<file path="config.mk">
export PLATFORM = sky130hd
export DESIGN_NAME = gmii_tx_hub_flat
export DESIGN_NICKNAME = d
export VERILOG_FILES = /design/src/rtl/gmii_tx_hub_pkg.sv /design/src/rtl/gmii_tx_hub_if.sv /design/src/rtl/gmii_tx_hub_rr_arbiter.sv /design/src/rtl/gmii_tx_hub.sv /design/src/flat_wrapper.sv
export SDC_FILE = /design/constraint.sdc
export NUM_CORES = 1
export LEC_CHECK = 0
export BUFFER_PORTS_ARGS = -buffer_cell sky130_fd_sc_hd__buf_2
export CAP_MARGIN = 10
export CORE_ASPECT_RATIO = 1.1
export CORE_UTILIZATION = 57
export DETAILED_ROUTE_END_ITERATION = 7
export PLACE_DENSITY = 0.85
export SYNTH_ARGS = -nofsm -noshare
export SYNTH_HDL_FRONTEND = slang
export SYNTH_SLANG_ARGS = --single-unit
</file>
<file path="constraint.sdc">
create_clock -name gmii_gtx_clk_i -period 3.3 [get_ports gmii_gtx_clk_i]
set_input_delay 0.33 -clock gmii_gtx_clk_i [delete_from_list [all_inputs] [get_ports gmii_gtx_clk_i]]
set_output_delay 0.33 -clock gmii_gtx_clk_i [all_outputs]
set_load 0.01 [all_outputs]
</file>
<file path="src/rtl/gmii_tx_hub_pkg.sv">
// gmii_hub_pkg: shared FSM state type and preamble/SFD constants for the GMII TX hub.
// Ports: none (package).
package gmii_hub_pkg;
    typedef enum logic [1:0] {IDLE, PREAMBLE, DATA, IFG} hub_state_e;
    localparam logic [7:0] PREAMBLE_BYTE = 8'h55;
    localparam logic [7:0] SFD_BYTE      = 8'hD5;
    localparam int         PREAMBLE_LEN  = 8;
endpackage

</file>
<file path="src/rtl/gmii_tx_hub_if.sv">
// gmii_tx_hub_if: byte-stream sources on one side, GMII transmitter outputs on the other.
// Ports: src_valid/src_last/src_data/src_ready per source port (port i data = bits [8i+7:8i]);
//        gmii_en/gmii_er/gmii_dout and underrun_cnt from the hub.
//        master = source/observer side, slave = hub side.
interface gmii_tx_hub_if #(
    parameter int N = 2
);
    logic [N-1:0]   src_valid;
    logic [N-1:0]   src_last;
    logic [8*N-1:0] src_data;
    logic [N-1:0]   src_ready;
    logic           gmii_en;
    logic           gmii_er;
    logic [7:0]     gmii_dout;
    logic [15:0]    underrun_cnt;

    modport master (
        output src_valid, src_last, src_data,
        input  src_ready, gmii_en, gmii_er, gmii_dout, underrun_cnt
    );

    modport slave (
        input  src_valid, src_last, src_data,
        output src_ready, gmii_en, gmii_er, gmii_dout, underrun_cnt
    );
endinterface

</file>
<file path="src/rtl/gmii_tx_hub_rr_arbiter.sv">
// rr_arbiter: combinational round-robin pick of the lowest requesting index strictly after last_grant.
// Ports: req_i        per-port request
//        last_grant_i index granted most recently
//        any_o        at least one request present
//        grant_o      winning port index
module rr_arbiter #(
    parameter int N  = 2,
    parameter int IW = (N > 1) ? $clog2(N) : 1
) (
    input  logic [N-1:0]  req_i,
    input  logic [IW-1:0] last_grant_i,
    output logic          any_o,
    output logic [IW-1:0] grant_o
);
    logic [IW-1:0] idx;

    assign any_o = |req_i;

    // Scan from farthest to nearest so the closest requester after last_grant overwrites last.
    always_comb begin
        idx     = '0;
        grant_o = last_grant_i;
        for (int k = N; k >= 1; k--) begin
            idx = IW'((int'(last_grant_i) + k) % N);
            if (req_i[idx]) grant_o = idx;
        end
    end
endmodule

</file>
<file path="src/rtl/gmii_tx_hub.sv">
// gmii_tx_hub: round-robin, whole-frame merge of NUM_PORTS byte streams onto one GMII transmitter.
// Ports: gmii_gtx_clk_i  TX clock, rising edge
//        sys_rst_i       asynchronous active-high reset
//        bus (slave)     src_valid/src_last/src_data in, combinational src_ready out;
//                        registered gmii_en/gmii_er/gmii_dout, saturating underrun_cnt out
module gmii_tx_hub
    import gmii_hub_pkg::*;
#(
    parameter int NUM_PORTS   = 2,
    parameter int IFG_CYCLES  = 12,
    parameter int PREAMBLE_EN = 1
) (
    input logic          gmii_gtx_clk_i,
    input logic          sys_rst_i,
    gmii_tx_hub_if.slave bus
);
    localparam int IW = (NUM_PORTS > 1) ? $clog2(NUM_PORTS) : 1;
    localparam int CW = $clog2(IFG_CYCLES);

    hub_state_e    state_q, state_d;
    logic [IW-1:0] grant_q, grant_d, last_q, last_d, arb_grant;
    logic [2:0]    pre_q, pre_d;
    logic [CW-1:0] ifg_q, ifg_d;
    logic          en_q, en_d, er_q, er_d;
    logic [7:0]    dout_q, dout_d;
    logic [15:0]   urun_q, urun_d;
    logic          arb_any, sel_valid, sel_last;
    logic [7:0]    sel_data;

    rr_arbiter #(.N(NUM_PORTS), .IW(IW)) u_arb (
        .req_i        (bus.src_valid),
        .last_grant_i (last_q),
        .any_o        (arb_any),
        .grant_o      (arb_grant)
    );

    assign sel_valid        = bus.src_valid[grant_q];
    assign sel_last         = bus.src_last[grant_q];
    assign sel_data         = bus.src_data[8*int'(grant_q) +: 8];
    assign bus.src_ready    = (state_q == DATA) ? NUM_PORTS'(1) << grant_q : '0;
    assign bus.gmii_en      = en_q;
    assign bus.gmii_er      = er_q;
    assign bus.gmii_dout    = dout_q;
    assign bus.underrun_cnt = urun_q;

    always_ff @(posedge gmii_gtx_clk_i or posedge sys_rst_i) begin
        if (sys_rst_i) begin
            state_q <= IDLE;
            grant_q <= '0;
            last_q  <= IW'(NUM_PORTS - 1);
            pre_q   <= '0;
            ifg_q   <= '0;
            en_q    <= 1'b0;
            er_q    <= 1'b0;
            dout_q  <= 8'h00;
            urun_q  <= 16'h0000;
        end else begin
            state_q <= state_d;
            grant_q <= grant_d;
            last_q  <= last_d;
            pre_q   <= pre_d;
            ifg_q   <= ifg_d;
            en_q    <= en_d;
            er_q    <= er_d;
            dout_q  <= dout_d;
            urun_q  <= urun_d;
        end
    end

    // gmii_dout keeps its value whenever nothing new is loaded.
    always_comb begin
        state_d = state_q;
        grant_d = grant_q;
        last_d  = last_q;
        pre_d   = pre_q;
        ifg_d   = ifg_q;
        en_d    = 1'b0;
        er_d    = 1'b0;
        dout_d  = dout_q;
        urun_d  = urun_q;
        case (state_q)
            IDLE: if (arb_any) begin
                grant_d = arb_grant;
                pre_d   = '0;
                state_d = (PREAMBLE_EN != 0) ? PREAMBLE : DATA;
            end
            PREAMBLE: begin
                en_d    = 1'b1;
                dout_d  = (pre_q == 3'(PREAMBLE_LEN - 1)) ? SFD_BYTE : PREAMBLE_BYTE;
                pre_d   = pre_q + 3'd1;
                state_d = (pre_q == 3'(PREAMBLE_LEN - 1)) ? DATA : PREAMBLE;
            end
            DATA: begin
                en_d = 1'b1;
                if (sel_valid) begin
                    dout_d = sel_data;
                    if (sel_last) begin
                        state_d = IFG;
                        last_d  = grant_q;
                        ifg_d   = '0;
                    end
                end else begin
                    // Source starved mid-frame: flag the byte as errored, keep the frame open.
                    er_d   = 1'b1;
                    dout_d = 8'h00;
                    urun_d = (urun_q == 16'hFFFF) ? urun_q : urun_q + 16'd1;
                end
            end
            IFG: begin
                // IFG_CYCLES-1 cycles here plus the IDLE cycle give exactly IFG_CYCLES idle beats.
                ifg_d   = ifg_q + 1'b1;
                state_d = (ifg_q == CW'(IFG_CYCLES - 2)) ? IDLE : IFG;
            end
            default: state_d = IDLE;
        endcase
    end
endmodule

</file>
<file path="src/flat_wrapper.sv">
// flat-port wrapper written by rule: the top's interface ports become plain ports
module gmii_tx_hub_flat import gmii_hub_pkg::*;
#(
    parameter int NUM_PORTS   = 2,
    parameter int IFG_CYCLES  = 12,
    parameter int PREAMBLE_EN = 1
)
  (gmii_gtx_clk_i, sys_rst_i, bus_src_valid, bus_src_last, bus_src_data, bus_src_ready, bus_gmii_en, bus_gmii_er, bus_gmii_dout, bus_underrun_cnt);
  gmii_tx_hub_if #(.N(2)) bus_i ();
  input logic gmii_gtx_clk_i;
  input logic sys_rst_i;
  input wire logic [$bits(bus_i.src_valid)-1:0] bus_src_valid;
  input wire logic [$bits(bus_i.src_last)-1:0] bus_src_last;
  input wire logic [$bits(bus_i.src_data)-1:0] bus_src_data;
  output wire logic [$bits(bus_i.src_ready)-1:0] bus_src_ready;
  output wire logic [$bits(bus_i.gmii_en)-1:0] bus_gmii_en;
  output wire logic [$bits(bus_i.gmii_er)-1:0] bus_gmii_er;
  output wire logic [$bits(bus_i.gmii_dout)-1:0] bus_gmii_dout;
  output wire logic [$bits(bus_i.underrun_cnt)-1:0] bus_underrun_cnt;
  assign bus_i.src_valid = bus_src_valid;
  assign bus_i.src_last = bus_src_last;
  assign bus_i.src_data = bus_src_data;
  assign bus_src_ready = bus_i.src_ready;
  assign bus_gmii_en = bus_i.gmii_en;
  assign bus_gmii_er = bus_i.gmii_er;
  assign bus_gmii_dout = bus_i.gmii_dout;
  assign bus_underrun_cnt = bus_i.underrun_cnt;
  gmii_tx_hub #(.NUM_PORTS(NUM_PORTS), .IFG_CYCLES(IFG_CYCLES), .PREAMBLE_EN(PREAMBLE_EN)) u_core (.gmii_gtx_clk_i(gmii_gtx_clk_i), .sys_rst_i(sys_rst_i), .bus(bus_i));
endmodule
</file>
# --- Word level (Yosys, flattened, before mapping) ---
# Index checks and enable logic that the tools add are counted.
totals:
  output_inout_bits: 28
  reg_bits: 37
  in_bits: 22
  wordCells: 70
op_classes:
  bitwise: 2
  addsub: 5
  n_reduce_logical: 12
  muxes: 28
  magnitude_cmp: 3
  shift: 2
  n_eq_ne: 9
ops:
  columns: ["operator", "count"]
  rows:
  - ["adder 16 x 1 -> 16 bit (second input constant)", 1]
  - ["== test 16 bit (second input constant)", 1]
  - ["2-to-1 mux 8 bit", 2]
  - ["one-hot mux 8 bit (2 select lines)", 1]
  - ["variable part select 16 x 5 -> 8 bit", 1]
  - ["2-to-1 mux 1 bit", 13]
  - ["2-to-1 mux 2 bit", 6]
  - ["AND reduction 3 bit", 4]
  - ["2-to-1 mux 4 bit", 2]
  - ["one-hot mux 2 bit (4 select lines)", 1]
  - ["one-hot mux 4 bit (2 select lines)", 1]
  - ["less-than comparator 1 x 2 -> 1 bit (second input constant)", 3]
  - ["inequality test 2 x 1 -> 1 bit (second input constant)", 3]
  - ["one-hot mux 3 bit (2 select lines)", 1]
  - ["nonzero test 2 bit", 3]
  - ["adder 4 x 1 -> 4 bit (second input constant)", 1]
  - ["== test 2 bit (second input constant)", 2]
  - ["== test 4 bit (second input constant)", 1]
  - ["AND reduction 2 bit", 2]
  - ["OR reduction 2 bit", 2]
  - ["adder 3 x 1 -> 3 bit (second input constant)", 1]
  - ["== test 3 bit (second input constant)", 1]
  - ["2-to-1 mux 3 bit", 1]
  - ["adder 1 bit (second input constant)", 2]
  - ["other kinds (4)", 5]

# --- Logic depth before layout (Yosys ltp) ---
depth:
  ltp_word: 5
  depth_mapped: 7
  depth_no_buf: 6

# --- Cells and area by module ---
# A second synthesis with hierarchy kept.
hier_totals:
  cells_unflattened: 185
  area_unflattened_um2: 2014.4
by_module_without_submodules:
  columns: ["module", "cells_per_inst", "area_each_um2", "n_inst", "seq_area_each_um2"]
  rows:
  - ["gmii_tx_hub", 182, 1999.4, 1, 927.1]
  - ["rr_arbiter", 3, 15.0, 1, 0.0]

# --- Worst setup path after synthesis ---
# Ideal clock, no wire load.
synth_timing:
  path_type: "register to register"
  startpoint: "register u_core.grant_q"
  endpoint: "register u_core.urun_q[14] (netlist: u_core.bus.underrun_cnt[14])"
  n_path_buf: 1
  path_stages_with_launch: 6
  arrival_time_ps: 1847
  t_required_ps: 3172
  setup_time_ps: 128
  synth_period_minus_slack_ps: 1975
  slack_ps: 1325
  path_cell_list: "dfrtp_1 buf_6 mux2_4 or4_4 nor3_1 mux2_1"
synth_between:
  elab_chain_len: 4
synth_rtl:
  columns: ["element", "line_no", "text"]
  rows:
  - ["from (decl)", "gmii_tx_hub.sv:21", "logic [IW-1:0] grant_q, grant_d, last_q, last_d, arb_grant;"]
  - ["from (signal assigned)", "gmii_tx_hub.sv:59", "grant_q <= grant_d;"]
  - ["2-to-1 mux 1 bit (not written as such) (2 in a row)", "gmii_tx_hub.sv:37", "assign sel_valid = bus.src_valid[grant_q];"]
  - ["NOT 1 bit (no line)", null, null]
  - ["AND reduction 3 bit (no line)", null, null]
  - ["to (signal assigned)", "gmii_tx_hub.sv:66", "urun_q <= urun_d;"]
  - ["to (decl)", "gmii_tx_hub.sv:26", "logic [15:0] urun_q, urun_d;"]
# No other way between the ends. The select of a mux whose other input is x is not followed.
# A chain may end at the register's enable or synchronous reset.

# --- Worst setup path in the final report ---
# Ends and elaborated chain as after synthesis.

==> results by group <==
Status
  – Status: finished clean

Timing
  – Final setup violation count: 0
  – Sum of negative setup slack: 0 ns
  – Setup ws final: 0.902 ns
  – Slew Viols, Final: 0
  – Fmax achieved: 417 MHz
  – Unrepaired setup endpoints after global routing: false
  – Worst Tran Pin Value: 0.943 ns
  – Skew final: 0.0130 ns
  – Period Utilization, post-route: 0.727
  – Relative slew slack: 0.371
  – Hold Fails Final Rpt: 0
  – Period minus WS final: 2.40 ns

Critical path
  – WS Path Type: reg -> reg
  – Worst Setup End Kind: register
  – WP data required: 3.54 ns
  – Crit Path Max Fanout: 17
  – CP Launch Type: register
  – Reg-to-reg startpoint: u_core.grant_q$_DFFE_PP0P_
  – CP startpoint: u_core.grant_q$_DFFE_PP0P_
  – Crit path arrival time: 2.64 ns

Clocking
  – Clock Sinks: 37
  – Resized Gates After CTS: 0
  – Clock Latency Late Sink: 0.34 ns
  – Clock tree from TritonCTS: yes
  – Post-CTS Repair Setup Buffers: 0
  – H-tree levels: 2
  – Clk root buf: clkbuf_4
  – Max Buffers Root-to-Sink: 2
  – Inserted Clock Buffers: 5
  – Hold_buf cts: 0
  – Clock transition at the registers of the reported paths: 0.11 ns

Global routing
  – Vias in the first global route: 1,484
  – Pin count of the biggest net entering global routing: 26
  – Global-route congestion overflow total: 0
  – Gr usage total: 0.239
  – First-pass GRT wire length: 6710 um
  – Initial antenna violation count: 0

Synthesis
  – Post-synthesis cell count: 195
  – Register area share after synthesis: 0.461
  – Synth area leaders: dfrtp_1, ha_1, mux2_2
  – Netlist Area Pre-Place: 2010 sq um
  – Area leader, netlist: dfrtp_1
  – Share of the synthesized area in the top cell type: 0.448
  – Yosys cell types: 43
  – Yosys reg bits: 37
  – Syn_nets: 226
  – Avg Inst Size Synth: 10.3 sq um
  – Total number of yosys warnings: 0

Cells and area
  – Fill cells: 288
  – Final core occ: 0.711
  – Area Growth Syn to Fin: 18.7%
  – Diode count: 0
  – Post-Layout Cell Count: 296
  – Layout cells sized above 1: 0.294
  – Multi-input gate area: 1000 sq um
  – FF/Latch Area: 927 sq um
  – Nets: 278

Placed design
  – Setup WS pre-CTS: 0.930 ns
  – Port-buffer cells: 49
  – Placed insts: 288
  – Placer Congestion: 0.855
  – Hpwl dp: 3030 um

Route
  – Routed WL per cell: 13.8 um
  – Number of remaining DRC errors: 0
  – Wirelength, routed: 4090 um
  – DR vias: 1,650
  – Pre-antenna DRT Iters: 4
  – Routed Antenna Nets: 0
  – Vias per cell: 5.57
  – Detailed Route Iter0 Violations: 87

Floorplanning
  – Core ar.: 3360 sq um
  – Die Y: 64.3 um
  – Die X: 58.6 um
  – Die Area: 3770 sq um
  – IO Count: 50
  – Row cnt: 22
  – Starting density of the core: 0.599

Pwr
  – Leak: 1.15 nW
  – Pwr Density: 638 nW/um^2
  – Design Power: 1.52 mW
  – Worst IR Drop VDD: 0.546 mV

Job
  – Max Cap Viol: 0

Hold path
  – Min-delay worst type: in -> async
## critical path, cell delays in order (launching register included)
cell and delay [ns]:
dfrtp_1 0.81, mux2_4 0.39, or4_4 0.57, nor3_1 0.19, mux2_1 0.34
## Yosys cell counts, drive strengths merged
| cell type | instances |
|---|---|
| o32ai | 1 |
| mux2 | 12 |
| nand3b | 1 |
| nor2 | 9 |
| a32o | 1 |
| xor2 | 7 |
| a22o | 2 |
| and3 | 1 |
| a211o | 1 |
| dfrtp | 36 |
| mux2i | 8 |
| nor4 | 3 |
| o22ai | 3 |
| or4 | 1 |
| a31oi | 1 |
| inv | 14 |
| a221oi | 1 |
| or2 | 1 |
| nand4 | 7 |
| nor3 | 4 |
| o211a | 1 |
| dfstp | 1 |
| o2bb2ai | 1 |
| nand2 | 18 |
| and2 | 2 |
| nand3 | 10 |
| o221ai | 1 |
| buf | 1 |
| o211ai | 1 |
| a21oi | 9 |
| a21o | 2 |
| o21ai | 8 |
| a221o | 1 |
| and4 | 3 |
| clkbuf | 5 |
| a211oi | 3 |
| xnor2 | 3 |
| o21a | 1 |
| ha | 9 |
| nor4b | 1 |
## sequential cells by signal, summed over array words and instances, names as in the netlist
| signal | count |
|---|---|
| u_core.bus.underrun_cnt | 16 |
| u_core.bus.gmii_dout | 8 |
| u_core.ifg_q | 4 |
| u_core.pre_q | 3 |
| u_core.state_q | 2 |
| u_core.bus.gmii_en | 1 |
| u_core.bus.gmii_er | 1 |
| u_core.grant_q | 1 |
| u_core.last_q | 1 |
## cells in the final DEF (no fill, tap or decap), types with 2 or more instances in the layout
cell type and instances:
inv_1 14, a21o_1 2, nor3_1 4, a21oi_1 9
buf_2 49, o21ai_0 8, nand4_1 7, dfrtp_1 36
xnor2_1 3, mux2i_1 8, nor2_1 9, buf_4 2
ha_1 9, and2_1 2, mux2_2 10, a211oi_1 3
and4_1 3, o22ai_1 3, nand3_1 10, a22o_1 2
nor4_1 2, clkbuf_4 5, xor2_1 7, nand2_1 18
## path summary, 6_finish.rpt
path                                                        endpoint  slack (ns)  cells past startpoint
hold reg to reg                  u_core.bus.gmii_dout[7]$_DFFE_PP0P_        0.52                      1
setup reg to reg             u_core.bus.underrun_cnt[14]$_DFFE_PP0P_        0.90                      4
setup / recovery             u_core.bus.underrun_cnt[14]$_DFFE_PP0P_        0.90                      4
hold / removal               u_core.bus.underrun_cnt[13]$_DFFE_PP0P_        0.18                      2
max in group asynchronous                u_core.ifg_q[1]$_DFFE_PP0P_        2.39                      3
min in group gmii_gtx_clk_i                u_core.last_q$_DFFE_PP1P_        0.29                      3
## power breakdown
| part | internal [mW] | switching [mW] | total (mW) |
|---|---|---|---|
| clock network | 0.181 | 0.147 | 0.328 |
| registers | 0.548 | 0.115 | 0.664 |
| logic | 0.265 | 0.267 | 0.532 |
| total | 0.994 | 0.529 | 1.52 |
## stage by stage
stage | area, sq um | hold WS [ns]
finish | 2390 | 0.176
global route | 2390 | 0.226
detailed placement | 2300 | 0.496
floorplan | 2010 | 0.477
CTS | 2390 | 0.209
global placement | 2300 | 0.466
## per-layer routing
layer | wire length (um) | up-vias | GRT usage
li1 | - | 809 | -
met1 | 1980 | 786 | 0.319
met2 | 1840 | 49 | 0.369
met3 | 214 | 6 | 0.0668
met4 | 55 | 0 | 0.0863
met5 | 0 | - | 0
## kinds of logic after synthesis
group	Yosys count	share of synthesized area
AOI/OAI and AO/OA	38	0.126
xor gates and xnor gates	10	0.0436
adders and majority gates	9	0.0560
buffers and inverters	20	0.0411
DFF	37	0.461
muxes	20	0.109
and+or+nand+nor	61	0.163
## cell type report
cell class                      instances  share of cell area
Clock buffer                            7              0.0231
Clock inverter                          1              0.0126
Inverter                               14              0.0220
Multi-Input combinational cell        138               0.420
Sequential cell                        37               0.389
Tap cell                               48              0.0252
Timing Repair Buffer                   51               0.109
No activity file was read; power rests on OpenSTA's default activity.
